### src/rtl/audio_input_capture_pkg.sv
// audio_input_capture_pkg: shared sample type, capture FSM states and magnitude helper.
package sftb_audio_pkg;
   localparam int SAMPLE_W = 32;
   typedef logic [SAMPLE_W-1:0] sample_t;
   typedef enum logic [1:0] {IDLE, CAPTURE, FLUSH} cap_state_t;
   // Unsigned magnitude; the most negative value maps onto itself as an unsigned number.
   function automatic sample_t mag(input sample_t s);
      return s[SAMPLE_W-1] ? sample_t'(-s) : s;
   endfunction
endpackage

### src/rtl/audio_input_capture_if.sv
// audio_input_capture_if: sample input and valid/ready drain port of the capture block.
interface audio_input_capture_if;
   import sftb_audio_pkg::*;
   sample_t x;
   logic    x_valid;
   sample_t d_data;
   logic    d_valid;
   logic    d_ready;
   modport master (output x, x_valid, d_ready, input d_data, d_valid);
   modport slave (input x, x_valid, d_ready, output d_data, d_valid);
endinterface

### src/rtl/audio_input_capture_fifo.sv
// audio_input_capture_fifo: synchronous FIFO with a registered show-ahead head.
module audio_capture_fifo
   import sftb_audio_pkg::*;
#(
   parameter int DEPTH = 16,
   localparam int AW = $clog2(DEPTH),
   localparam int LW = AW + 1
) (
   input  logic          c,
   input  logic          r_n,
   input  logic          push,
   input  logic          pop,
   input  sample_t       din,
   output sample_t       head,
   output logic          full,
   output logic          empty,
   output logic [LW-1:0] level
);
   sample_t       mem [DEPTH];
   logic [AW-1:0] wptr, rptr, rptr_nx;
   logic [LW-1:0] level_nx;
   logic          push_ok, pop_ok;
   sample_t       head_nx;
   assign full  = level == LW'(DEPTH);
   assign empty = level == '0;
   always_comb begin
      push_ok  = push && !full;
      pop_ok   = pop && !empty;
      rptr_nx  = pop_ok ? rptr + 1'b1 : rptr;
      level_nx = level + LW'(push_ok) - LW'(pop_ok);
      // The incoming sample becomes the head directly when it lands in the slot being exposed.
      head_nx  = (level_nx == '0) ? head : (push_ok && wptr == rptr_nx) ? din : mem[rptr_nx];
   end
   always_ff @(posedge c) if (push_ok) mem[wptr] <= din;
   always_ff @(posedge c or negedge r_n) begin
      if (!r_n) begin
         wptr  <= '0;
         rptr  <= '0;
         level <= '0;
         head  <= '0;
      end else begin
         wptr  <= push_ok ? wptr + 1'b1 : wptr;
         rptr  <= rptr_nx;
         level <= level_nx;
         head  <= head_nx;
      end
   end
endmodule

### src/rtl/audio_input_capture.sv
// audio_input_capture: start/stop/limit framed sample capture into a FIFO drained over valid/ready.
// Optional AUDIO_CAPTURE_PEAK_EN adds a peak-magnitude output.
module audio_input_capture
   import sftb_audio_pkg::*;
#(
   parameter int DEPTH = 16,
   parameter int CNT_W = 32,
   parameter int LIMIT = 0
) (
   input  logic                     c,
   input  logic                     r_n,
   input  logic                     start,
   input  logic                     stop,
   audio_input_capture_if.slave     bus,
   output logic                     busy,
   output logic                     done,
   output logic                     overflow,
   output logic [CNT_W-1:0]         count,
   output logic [$clog2(DEPTH):0]   level
`ifdef AUDIO_CAPTURE_PEAK_EN
   ,
   output sample_t                  peak
`endif
);
   cap_state_t state, state_nx;
   logic       full, empty, lim_hit, take, push, pop, begin_cap;
   audio_capture_fifo #(.DEPTH(DEPTH)) u_fifo (
      .c     (c),
      .r_n   (r_n),
      .push  (push),
      .pop   (pop),
      .din   (bus.x),
      .head  (bus.d_data),
      .full  (full),
      .empty (empty),
      .level (level)
   );
   assign bus.d_valid = !empty;
   assign busy        = state != IDLE;
   assign done        = state == FLUSH && empty;
   always_comb begin
      lim_hit   = (LIMIT != 0) && (count >= CNT_W'(LIMIT));
      begin_cap = state == IDLE && start;
      // Once the limit is reached further samples are neither taken nor counted as drops.
      take      = state == CAPTURE && bus.x_valid && !lim_hit;
      push      = take && !full;
      pop       = bus.d_valid && bus.d_ready;
      state_nx  = begin_cap ? CAPTURE :
                  (state == CAPTURE && (stop || lim_hit)) ? FLUSH :
                  (state == FLUSH && empty) ? IDLE : state;
   end
   always_ff @(posedge c or negedge r_n) begin
      if (!r_n) state <= IDLE;
      else state <= state_nx;
   end
   always_ff @(posedge c or negedge r_n) begin
      if (!r_n) begin
         count    <= '0;
         overflow <= 1'b0;
      end else if (begin_cap) begin
         count    <= '0;
         overflow <= 1'b0;
      end else begin
         if (push && count != '1) count <= count + CNT_W'(1);
         if (take && full) overflow <= 1'b1;
      end
   end
`ifdef AUDIO_CAPTURE_PEAK_EN
   always_ff @(posedge c or negedge r_n) begin
      if (!r_n) peak <= '0;
      else if (begin_cap) peak <= '0;
      else if (push && mag(bus.x) > peak) peak <= mag(bus.x);
   end
`endif
endmodule

### src/flat_wrapper.sv
// flat-port wrapper written by rule: the top's interface ports become plain ports
module audio_input_capture_flat import sftb_audio_pkg::*;
#(
   parameter int DEPTH = 16,
   parameter int CNT_W = 32,
   parameter int LIMIT = 0
)
  (c, r_n, start, stop, busy, done, overflow, count, level, bus_x, bus_x_valid, bus_d_ready, bus_d_data, bus_d_valid);
  audio_input_capture_if bus_i ();
  input  logic c;
  input  logic r_n;
  input  logic start;
  input  logic stop;
  output logic busy;
  output logic done;
  output logic overflow;
  output logic [CNT_W-1:0] count;
  output logic [$clog2(DEPTH):0] level;
  input wire logic [$bits(bus_i.x)-1:0] bus_x;
  input wire logic [$bits(bus_i.x_valid)-1:0] bus_x_valid;
  input wire logic [$bits(bus_i.d_ready)-1:0] bus_d_ready;
  output wire logic [$bits(bus_i.d_data)-1:0] bus_d_data;
  output wire logic [$bits(bus_i.d_valid)-1:0] bus_d_valid;
  assign bus_i.x = bus_x;
  assign bus_i.x_valid = bus_x_valid;
  assign bus_i.d_ready = bus_d_ready;
  assign bus_d_data = bus_i.d_data;
  assign bus_d_valid = bus_i.d_valid;
  audio_input_capture #(.DEPTH(DEPTH), .CNT_W(CNT_W), .LIMIT(LIMIT)) u_core (.c(c), .r_n(r_n), .start(start), .stop(stop), .bus(bus_i), .busy(busy), .done(done), .overflow(overflow), .count(count), .level(level));
endmodule
### config.mk
export PLATFORM = sky130hd
export DESIGN_NAME = audio_input_capture_flat
export DESIGN_NICKNAME = d
export VERILOG_FILES = /design/src/rtl/audio_input_capture_pkg.sv /design/src/rtl/audio_input_capture_if.sv /design/src/rtl/audio_input_capture_fifo.sv /design/src/rtl/audio_input_capture.sv /design/src/flat_wrapper.sv
export SDC_FILE = /design/constraint.sdc
export NUM_CORES = 1
export LEC_CHECK = 0
export CAP_MARGIN = 40
export CORE_MARGIN = 1.5
export CORE_UTILIZATION = 40
export DETAILED_ROUTE_END_ITERATION = 12
export SLEW_MARGIN = 40
export SYNTH_ARGS = -nofsm -noshare
export SYNTH_HDL_FRONTEND = slang
export SYNTH_SLANG_ARGS = --single-unit
### constraint.sdc
create_clock -name c -period 13.3 [get_ports c]
set_clock_uncertainty 0.2 [all_clocks]
set_input_delay 2.66 -clock c [delete_from_list [all_inputs] [get_ports c]]
set_output_delay 2.66 -clock c [all_outputs]
set_load 0.03 [all_outputs]
---- Yosys cells after proc, flatten, opt, wreduce, memory -nomap -nowiden ----
Memory sizes are Yosys's and may differ from the RTL's. A register that Yosys moved wholly into a read port is not among the register bits.
Cells that the tools add are included.
storage, ports and cells
  ROM bits ................................ 0
  latch bits .............................. 0
  bits in writable memories ............... 512
  word-level logic and storage cells ...... 47
  memories kept ........................... 1
  output and inout bits ................... 73
  flip-flop bits (word level) ............. 48
  input port bits ......................... 38
memory list
  memory             depth  bits a word  rd ports  clocked after memory_dff  write ports  line                            source
  u_core.u_fifo.mem  16     32           1         1                         1            audio_input_capture_fifo.sv:19  sample_t mem [DEPTH];
cells by class
  divide/modulo/power cells ............... 0
  $add $sub $neg .......................... 5
  shift operators ......................... 0
  multipliers ............................. 0
  equal/unequal tests ..................... 4
  magnitude comparators ................... 0
  mux-type cells .......................... 10
  reductions and logical operators ........ 21
  bitwise operators ....................... 0
operator list
  kind                     count
  $mux W32                 2
  $add A32 B1 Y32 const B  1
  $ne A32 B32 Y1 const B   1
  $logic_and A1 B1 Y1      10
  $logic_not A5 Y1         2
  $add A4 B1 Y4 const B    2
  $mux W2                  3
  $reduce_bool A2 Y1       3
  $add A5 B1 Y5            1
  $eq A5 B5 Y1 const B     1
  $sub A5 B1 Y5            1
  $logic_not A1 Y1         4
  $mux W1                  4
  $mux W4                  1
  $reduce_bool A3 Y1       1
  $eq A2 B1 Y1 const B     1
  $eq A2 B2 Y1 const B     1
  $logic_not A2 Y1         1

---- Depth between registers and ports, before layout ----
Gate-level depths: netlist of the first run.
  depth in word-level cells ............... 8
  gate-level depth with buffers ........... 21
  gate-level depth less buffers ........... 17

---- Hierarchy ----
From an unflattened synthesis of the first run, not the netlist that was laid out.
unflattened totals
  cells, all modules ...................... 2070
  area total of the unflattened synthesis .. 27378.8 um2
by module, submodules not included
  module               seq. area each (um2)  area an instance (um2)  times used  cells an instance
  audio_capture_fifo   16500.8               25340.6                 1           1847
  audio_input_capture  875.8                 2038.2                  1           223

---- Worst setup path before layout of the first run ----
Ideal clock, no wire load.
  path type ............................... input -> register
  from .................................... input bus_x_valid
  to ...................................... memory u_core.u_fifo.mem[3][0] in the netlist's numbering, enable pin
  library setup time ...................... 461 ps
  arrival time ............................ 5836 ps
  path buffers ............................ 2
  setup slack ............................. 6803 ps
  required time ........................... 12639 ps
  stages on the path ...................... 6
  cells stage by stage .................... nor2b_1 -> and3b_1 -> clkbuf_1 -> clkbuf_1 -> nand2_1 -> nor3_1
between the ends
  word-level cells in the longest chain between the ends .. 5
ends and longest elaborated chain
  what                           line                            source
  start, declared                flat_wrapper.sv:20              input wire logic [$bits(bus_i.x_valid)-1:0] bus_x_valid;
  $logic_and A1 B1 Y1            audio_input_capture.sv:45       take = state == CAPTURE && bus.x_valid && !lim_hit;
  $logic_and A1 B1 Y1            audio_input_capture.sv:46       push = take && !full;
  $logic_and A1 B1 Y1            audio_input_capture_fifo.sv:27  push_ok = push && !full;
  $mux W1                        audio_input_capture_fifo.sv:34  always_ff @(posedge c) if (push_ok) mem[wptr] <= din;
  $mux W1 (implied by the code)  audio_input_capture_fifo.sv:34
  end, declared                  audio_input_capture_fifo.sv:19
No other way between the ends.

---- Final worst setup path of the first run ----
  from .................................... input bus_d_ready
  to ...................................... register u_core.u_fifo.head[19] (read register of u_core.u_fifo.mem)
between the ends
  word-level cells in the longest chain between the ends .. 5
  elaborated cells on any way between the ends .. 6
  those cells by class .................... 1 x add/sub; 1 x mux; 4 x reduce/logical
ends and longest elaborated chain
  what                           line                            source
  start, declared                flat_wrapper.sv:21              input wire logic [$bits(bus_i.d_ready)-1:0] bus_d_ready;
  $logic_and A1 B1 Y1            audio_input_capture.sv:47       pop = bus.d_valid && bus.d_ready;
  $logic_and A1 B1 Y1            audio_input_capture_fifo.sv:28  pop_ok = pop && !empty;
  $sub A5 B1 Y5                  audio_input_capture_fifo.sv:30  level_nx = level + LW'(push_ok) - LW'(pop_ok);
  via u_core.u_fifo.level_nx[1]  audio_input_capture_fifo.sv:21  logic [LW-1:0] level_nx;
  $logic_not A5 Y1               audio_input_capture_fifo.sv:32  head_nx = (level_nx == '0) ? head : (push_ok && wptr == rptr_nx) ? din : mem[rptr_nx];
  $logic_not A1 Y1 (no line)     -
  end, declared                  audio_input_capture_fifo.sv:14  output sample_t head,
The timed path passes the listed nets, and every way through them passes these cells.
A chain may end at the register's enable or synchronous reset.

==> results of run 1 <==
## cells in the final DEF (no fill, tap or decap), drive strengths merged, types with 49 or more instances in the layout
master	netlist	final
edfxtp	512	512
o22ai	249	249
mux2i	134	134
o221ai	124	124
clkdlybuf4s50	0	109
clkbuf	118	83
dfrtp	80	80
o21ai	77	77
nor2	75	75
a31oi	63	63
mux2	63	63
nor3	55	55
inv	53	53
buf	68	49
## state kept, by name (all words and copies together) (netlist names)
| name | count |
|---|---|
| u_core.u_fifo.rptr | 4 |
| u_core.state | 2 |
| u_core.u_fifo.head | 32 |
| u_core.u_fifo.wptr | 4 |
| u_core.u_fifo.mem | 512 |
| u_core.count | 32 |
| u_core.u_fifo.level | 5 |
| u_core.overflow | 1 |
## area by class of cell
class	count	area share, %
Inverter	53	0.6550
Multi-Input combinational cell	1201	29.92
Sequential cell	592	54.49
Clock buffer	82	5.224
Clock inverter	29	1.169
Timing Repair Buffer	159	4.891
Tap cell	931	3.651
## layer usage
| metal | track usage, % | vias up |
|---|---|---|
| li1 | - | 8490 |
| met1 | 28.16 | 9958 |
| met5 | 0 | - |
| met4 | 8.246 | 2 |
| met2 | 35.79 | 763 |
| met3 | 2.800 | 142 |
## cells by family (layout without fill, tap and decap cells)
group / count (synthesis) / count (layout) / share of synthesized area, %
AO/OA/AOI/OAI: 644 / 644 / 16.15
multiplexers: 232 / 232 / 10.25
adder cells (fa/ha/maj): 13 / 13 / 0.6145
AND/OR/NAND/NOR: 278 / 278 / 5.535
flip-flops: 592 / 592 / 62.76
buffers and inverters: 239 / 323 / 3.610
XOR/XNOR: 34 / 34 / 1.075
## worst reg2reg max path, delay by kind of cell, from the launching register on
kind | cells | cell delay [ps]
simple gates | 4 | 1890
buf+inv | 8 | 1440
fa+ha+maj | 4 | 1200
flops | 1 | 420
compound gates | 2 | 260
## metrics by stage
step	utilization (%)	hold slack, ps	worst slack, ps
after global routing	46.51	354.1	5870
after global placement	43.30	325.4	5295
after floorplan	-	334.7	6803
after detailed placement	43.49	340.0	5252
final	46.51	346.8	6130
after CTS	46.47	348.5	5921
## path summary, 6_finish.rpt
kind                       cells after the start  slack [ps]                                  to
hold reg to reg                                1         350        u_core.count[31]$_DFFE_PN0P_
setup / recovery                              15        6130  u_core.u_fifo.head[19]$_DFFE_PN0P_
setup reg to reg                              18        7770  u_core.u_fifo.head[19]$_DFFE_PN0P_
max in group asynchronous                      2        9950     u_core.u_fifo.rptr[1]$_DFF_PN0_
hold / removal                                 1         350        u_core.count[31]$_DFFE_PN0P_
min in group asynchronous                      1        1760        u_core.count[25]$_DFFE_PN0P_
## power groups by stage
stage	combinational [mW]	clock [mW]	sequential, mW
6_report	2.98	1.74	2.31
5_1_grt	3.18	1.84	2.32
4_1_cts	2.94	1.78	2.32
3_5_place_dp	2.93	0	2.36
3_3_place_gp	2.84	0	2.36
2_1_floorplan	2.00	0	2.35
==> results.toml, run 1 <==
[power_and_ir_drop]
share_clk_of_total_power_pct = 24.8
p_int_mw = 4.263
p_switching_mw = 2.764
seq_power_share_pct = 32.8
comb_power_share_pct = 42.4
power.share.switching_pct = 39.33
design_power_total_mw = 7.027
power.density_cell_area_nw_per_um2 = 220.3
power.static_leakage_nw = 10.22
worst_vdd_rail_ir_drop_mv = 0.1859

[placed_design]
detailed_place_hpwl_um = 43240
port-buffer-count = 110
rd_place_congestion = 0.7959
dp_cells = 2935
placed_cell_area_um2 = 29830

[logic_synthesis]
synth.distinct_cells = 64
synth.cells.most_frequent = "edfxtp_1, o22ai_1, mux2i_1, o221ai_1, clkbuf_1"
synth_cells = 2032
synth_async_sr_flop_share_pct = 13.51
synth.largest_area_cell = "edfxtp_1"
count_of_flip_flops_with_a_built_in_enable_after_synthesis = 512
synth_area_leaders = "edfxtp_1, dfrtp_1, o22ai_1"
syn-mean-instance-area_um2 = 13.63
ys.warnings.count = 0
synthesis.nets = 2083
synthFlopType = "edfxtp_1"
mappedNetlistArea_um2 = 27690
synth-seq-cells = 592
yosysTopAreaCellShare_pct = 55.53
ys_seq_area_share_pct = 62.76
synth_most_common_cell = "edfxtp_1"

[global_routing]
pin_count_of_the_biggest_net_entering_global_routing = 98
number_of_global_route_vias_before_repair = 19450
grt_use_total_pct = 21.33
overflow = 0
grt_antenna_before_repair = 1
grt_first_pass_wirelength_um = 116000

[timing]
final_hold_vios = 0
setup_tns_ps = 0
rsz0062_at_grt = "no"
slew_viol_final = 0
timing.final.crit_period_ps = 7170
worst_pin_slew_ps = 838.2
finalCritPeriodShare_pct = 53.91
slew_headroom_pct = 44.12
timing.fmax_mhz = 139.5
setup_viol_count_final = 0

[critical_path]
timing.critical_path.mode_cell = "inv_1"
crit_family = "buffers and inverters"
critPathSlowestCell = "clkdlybuf4s50_1"
critical-path-max-stage-delay_ps = 830
critical_path.cell_chain = "clkdlybuf4s50_1 -> nand2_4 -> inv_6 -> ha_1 -> inv_1 -> ha_1 -> inv_1 -> fa_1 -> inv_1 -> or3_1 -> buf_4 -> or4_1 -> buf_4 -> o22ai_1 -> a31oi_1"
crit_start = "bus_d_ready"
crit_path_max_fanout = 34
crit_path_start_kind = "input pin"
required_time_of_the_critical_path_ps = 13610
critical_path.n_buffers_inverters = 7
crit_type = "input pin to flop"
r2r_start = "u_core.u_fifo.level[3]$_DFF_PN0_"
timing.critical_path.to_type = "flop"
cp.arrival_ps = 7480

[floorplan]
io_pins = 111
num_rows = 96
die-area_um2 = 70810
placeable_core_area_um2 = 68590
floorplan.initialDensity_pct = 40.37
die_h_um = 266.1
die_width_um = 266.1

[cts]
total_of_cells_resized_after_clock_tree_synthesis = 0
root_buffer = "clkbuf_16"
clock-sinks = 592
cts.repair_timing.setup_buffer_count = 0
clock_tree.buffer_depth = 3
clock_tree.htree_level_count = 2
clock_pin_slew_on_the_worst_setup_and_hold_paths_ps = 60
clock_latency_ps = 650
cts_tree = "built"
cts-hold-fix-buffers = 0
cts_made_buffers = 61

[cells_and_area]
antenna_cells = 0
areaGrowthSynthToFinish_pct = 15.21
multi_input_area_um2 = 9544
layout.nets = 2119
final_cells = 3047
final_layout_size_suffix_gt1_share_pct = 13.28
seqCellArea_um2 = 17380
fillers = 5936
fin_area_um2 = 31900

[route]
detail_route.wirelength.met1_um = 32340
initialDrtViolationCount = 1806
firstDrtPassIters = 7
drtAntennaViolNets = 0
top_layer = "met5"
via_count = 19360
routed_wirelength_um = 76650
drcViolationCount = 0
post_drt_via_cell_ratio = 6.352
routed_wl_met2_um = 37200
dr_wl_met3_um = 4580
average_wire_per_cell_in_the_routed_design_um = 25.15

[flow_run]
maxCapViolations = 0

[min_path]
start_point_of_the_worst_hold_path = "u_core.count[31]$_DFFE_PN0P_"
holdCritPathClass = "flop to flop"

[outcome]
outcome = "finished clean"
Note: power is estimated with default switching activity, not from simulation.
==> run 2, diff against run 1 <==
clock period = 7.05 ns   (was 13.3 ns; I/O delays follow)
==> results.toml, run 2 (synthesis gave the netlist of run 1 again) <==
[floorplan]
placeable_core_area_um2 = 68590
floorplan.initialDensity_pct = 40.37
die_h_um = 266.1
die_width_um = 266.1
die-area_um2 = 70810
io_pins = 111
num_rows = 96

[cells_and_area]
areaGrowthSynthToFinish_pct = 15.50
largest_regs = "u_core.u_fifo.mem x512, u_core.count x32, u_core.u_fifo.head x32"
final_layout_size_suffix_gt1_share_pct = 13.35
most_common_library_cell_in_the_layout_ignoring_fill_and_taps = "edfxtp_1"
layout.nets = 2125
most_used_cells_in_the_layout_excluding_fill_and_tap_cells = "edfxtp_1, o22ai_1, mux2i_1"
largest_register = "u_core.u_fifo.mem"
fillers = 5959
fin_util_pct = 46.63
antenna_cells = 0
largest_register_ff_count = 512

[cts]
clock_tree.htree_level_count = 3
cts_made_buffers = 66
cts.repair_timing.setup_buffer_count = 0
cts-hold-fix-buffers = 0
clock_pin_slew_on_the_worst_setup_and_hold_paths_ps = 60
clock_tree.buffer_depth = 3
root_buffer = "clkbuf_16"
total_of_cells_resized_after_clock_tree_synthesis = 0
cts_tree = "built"
clock_latency_ps = 610
clock-sinks = 592

[route]
firstDrtPassIters = 5
drtAntennaViolNets = 0
post_drt_via_cell_ratio = 6.390
initialDrtViolationCount = 2002
average_wire_per_cell_in_the_routed_design_um = 25.79
routed_wirelength_um = 78900
via_count = 19550
drcViolationCount = 0

[global_routing]
grt_use_total_pct = 22.04
number_of_global_route_vias_before_repair = 19280
grt_antenna_before_repair = 0
grt_first_pass_wirelength_um = 118600
pin_count_of_the_biggest_net_entering_global_routing = 145
overflow = 0

[placed_design]
rd_place_congestion = 0.8230
detailed_place_hpwl_um = 45270
port-buffer-count = 110

[critical_path]
r2r_cells = 18
timing.critical_path.to_type = "flop"
endpoint = "u_core.u_fifo.head[20]$_DFFE_PN0P_"
crit_path_max_fanout = 32
crit_start = "bus_x_valid"
setup.reg_to_reg.worst_slack_ps = 1750
r2r_start = "u_core.u_fifo.level[2]$_DFF_PN0_"
required_time_of_the_critical_path_ps = 7340
crit_path_start_kind = "input pin"
endpoint_of_the_most_critical_register_to_register_path = "u_core.u_fifo.head[20]$_DFFE_PN0P_"
crit_type = "input pin to flop"
cp.arrival_ps = 5690

[power_and_ir_drop]
power.static_leakage_nw = 10.27
power.density_cell_area_nw_per_um2 = 419.3
worst_vdd_rail_ir_drop_mv = 0.3182

[outcome]
outcome = "finished clean"

[timing]
slew_headroom_pct = 43.70
setup_tns_ps = 0
rsz0062_at_grt = "no"
slew_viol_final = 0
setup_viol_count_final = 0
fin_worst_hold_slack_ps = 331.0
final_hold_vios = 0
timing.final.crit_period_ps = 5401
worst_pin_slew_ps = 844.5
finalCritPeriodShare_pct = 76.60
timing.fmax_mhz = 185.2

[min_path]
holdCritPathClass = "flop to flop"

[flow_run]
maxCapViolations = 0
-- run 2: worst min path at each step --
stage | from | cells past startpoint | endpoint | slack (ps)
after floorplan | u_core.state[1]$_DFFE_PN0P_ | 2 | u_core.state[0]$_DFFE_PN0P_ | 330
after global placement | u_core.count[31]$_DFFE_PN0P_ | 1 | u_core.count[31]$_DFFE_PN0P_ | 320
after detailed placement | u_core.count[31]$_DFFE_PN0P_ | 1 | u_core.count[31]$_DFFE_PN0P_ | 330
after CTS | u_core.count[31]$_DFFE_PN0P_ | 1 | u_core.count[31]$_DFFE_PN0P_ | 340
after global routing | u_core.count[31]$_DFFE_PN0P_ | 1 | u_core.count[31]$_DFFE_PN0P_ | 360
final | u_core.count[31]$_DFFE_PN0P_ | 1 | u_core.count[31]$_DFFE_PN0P_ | 330
-- run 2: area by class of cell --
type / instances / area [um^2] / share of cell area [%]
tap: 931 / 1165 / 3.642
clock inverter: 39 / 360.3 / 1.127
timing repair buffer: 160 / 1560 / 4.879
clock buffer: 83 / 1757 / 5.493
multi-input combinational: 1201 / 9547 / 29.85
inverter: 53 / 209.0 / 0.6533
sequential: 592 / 17380 / 54.36
-- run 2: per-stage QoR --
stage	power [mW]	area, um^2	cells	setup WS (ps)
after floorplan	8.193	27690	2032	1803
after global placement	9.886	29770	2933	1326
after detailed placement	10.05	29830	2935	1151
after CTS	13.42	31950	3057	1639
after global routing	14.03	31980	3059	1493
final	13.41	31980	3059	1650
-- run 2: per-layer routing --
layer | track usage, % | part of all wire [%] | vias up
met5 | 0 | 0 | -
met4 | 7.908 | 2.9 | 0
met3 | 3.817 | 7.4 | 154
met2 | 36.23 | 48 | 867
met1 | 29.39 | 42 | 10040
li1 | - | - | 8490
-- run 2: where the power goes --
group	total (mW)	internal, mW	switching [mW]
Combinational	5.65	2.14	3.52
Sequential	4.39	4.00	0.393
Clock	3.36	1.93	1.43
-- run 2: critical path: stages --
cell and delay, ps:
clkdlybuf4s50_1 450, nor2b_1 170, and3b_1 180, buf_4 220, inv_1 160, ha_1 300, inv_1 60, ha_1 160
inv_1 70, fa_1 430, nor2b_1 140, o21bai_1 130, a21oi_4 570, nor4_2 110, buf_4 310, a2111oi_0 610
a31oi_1 160
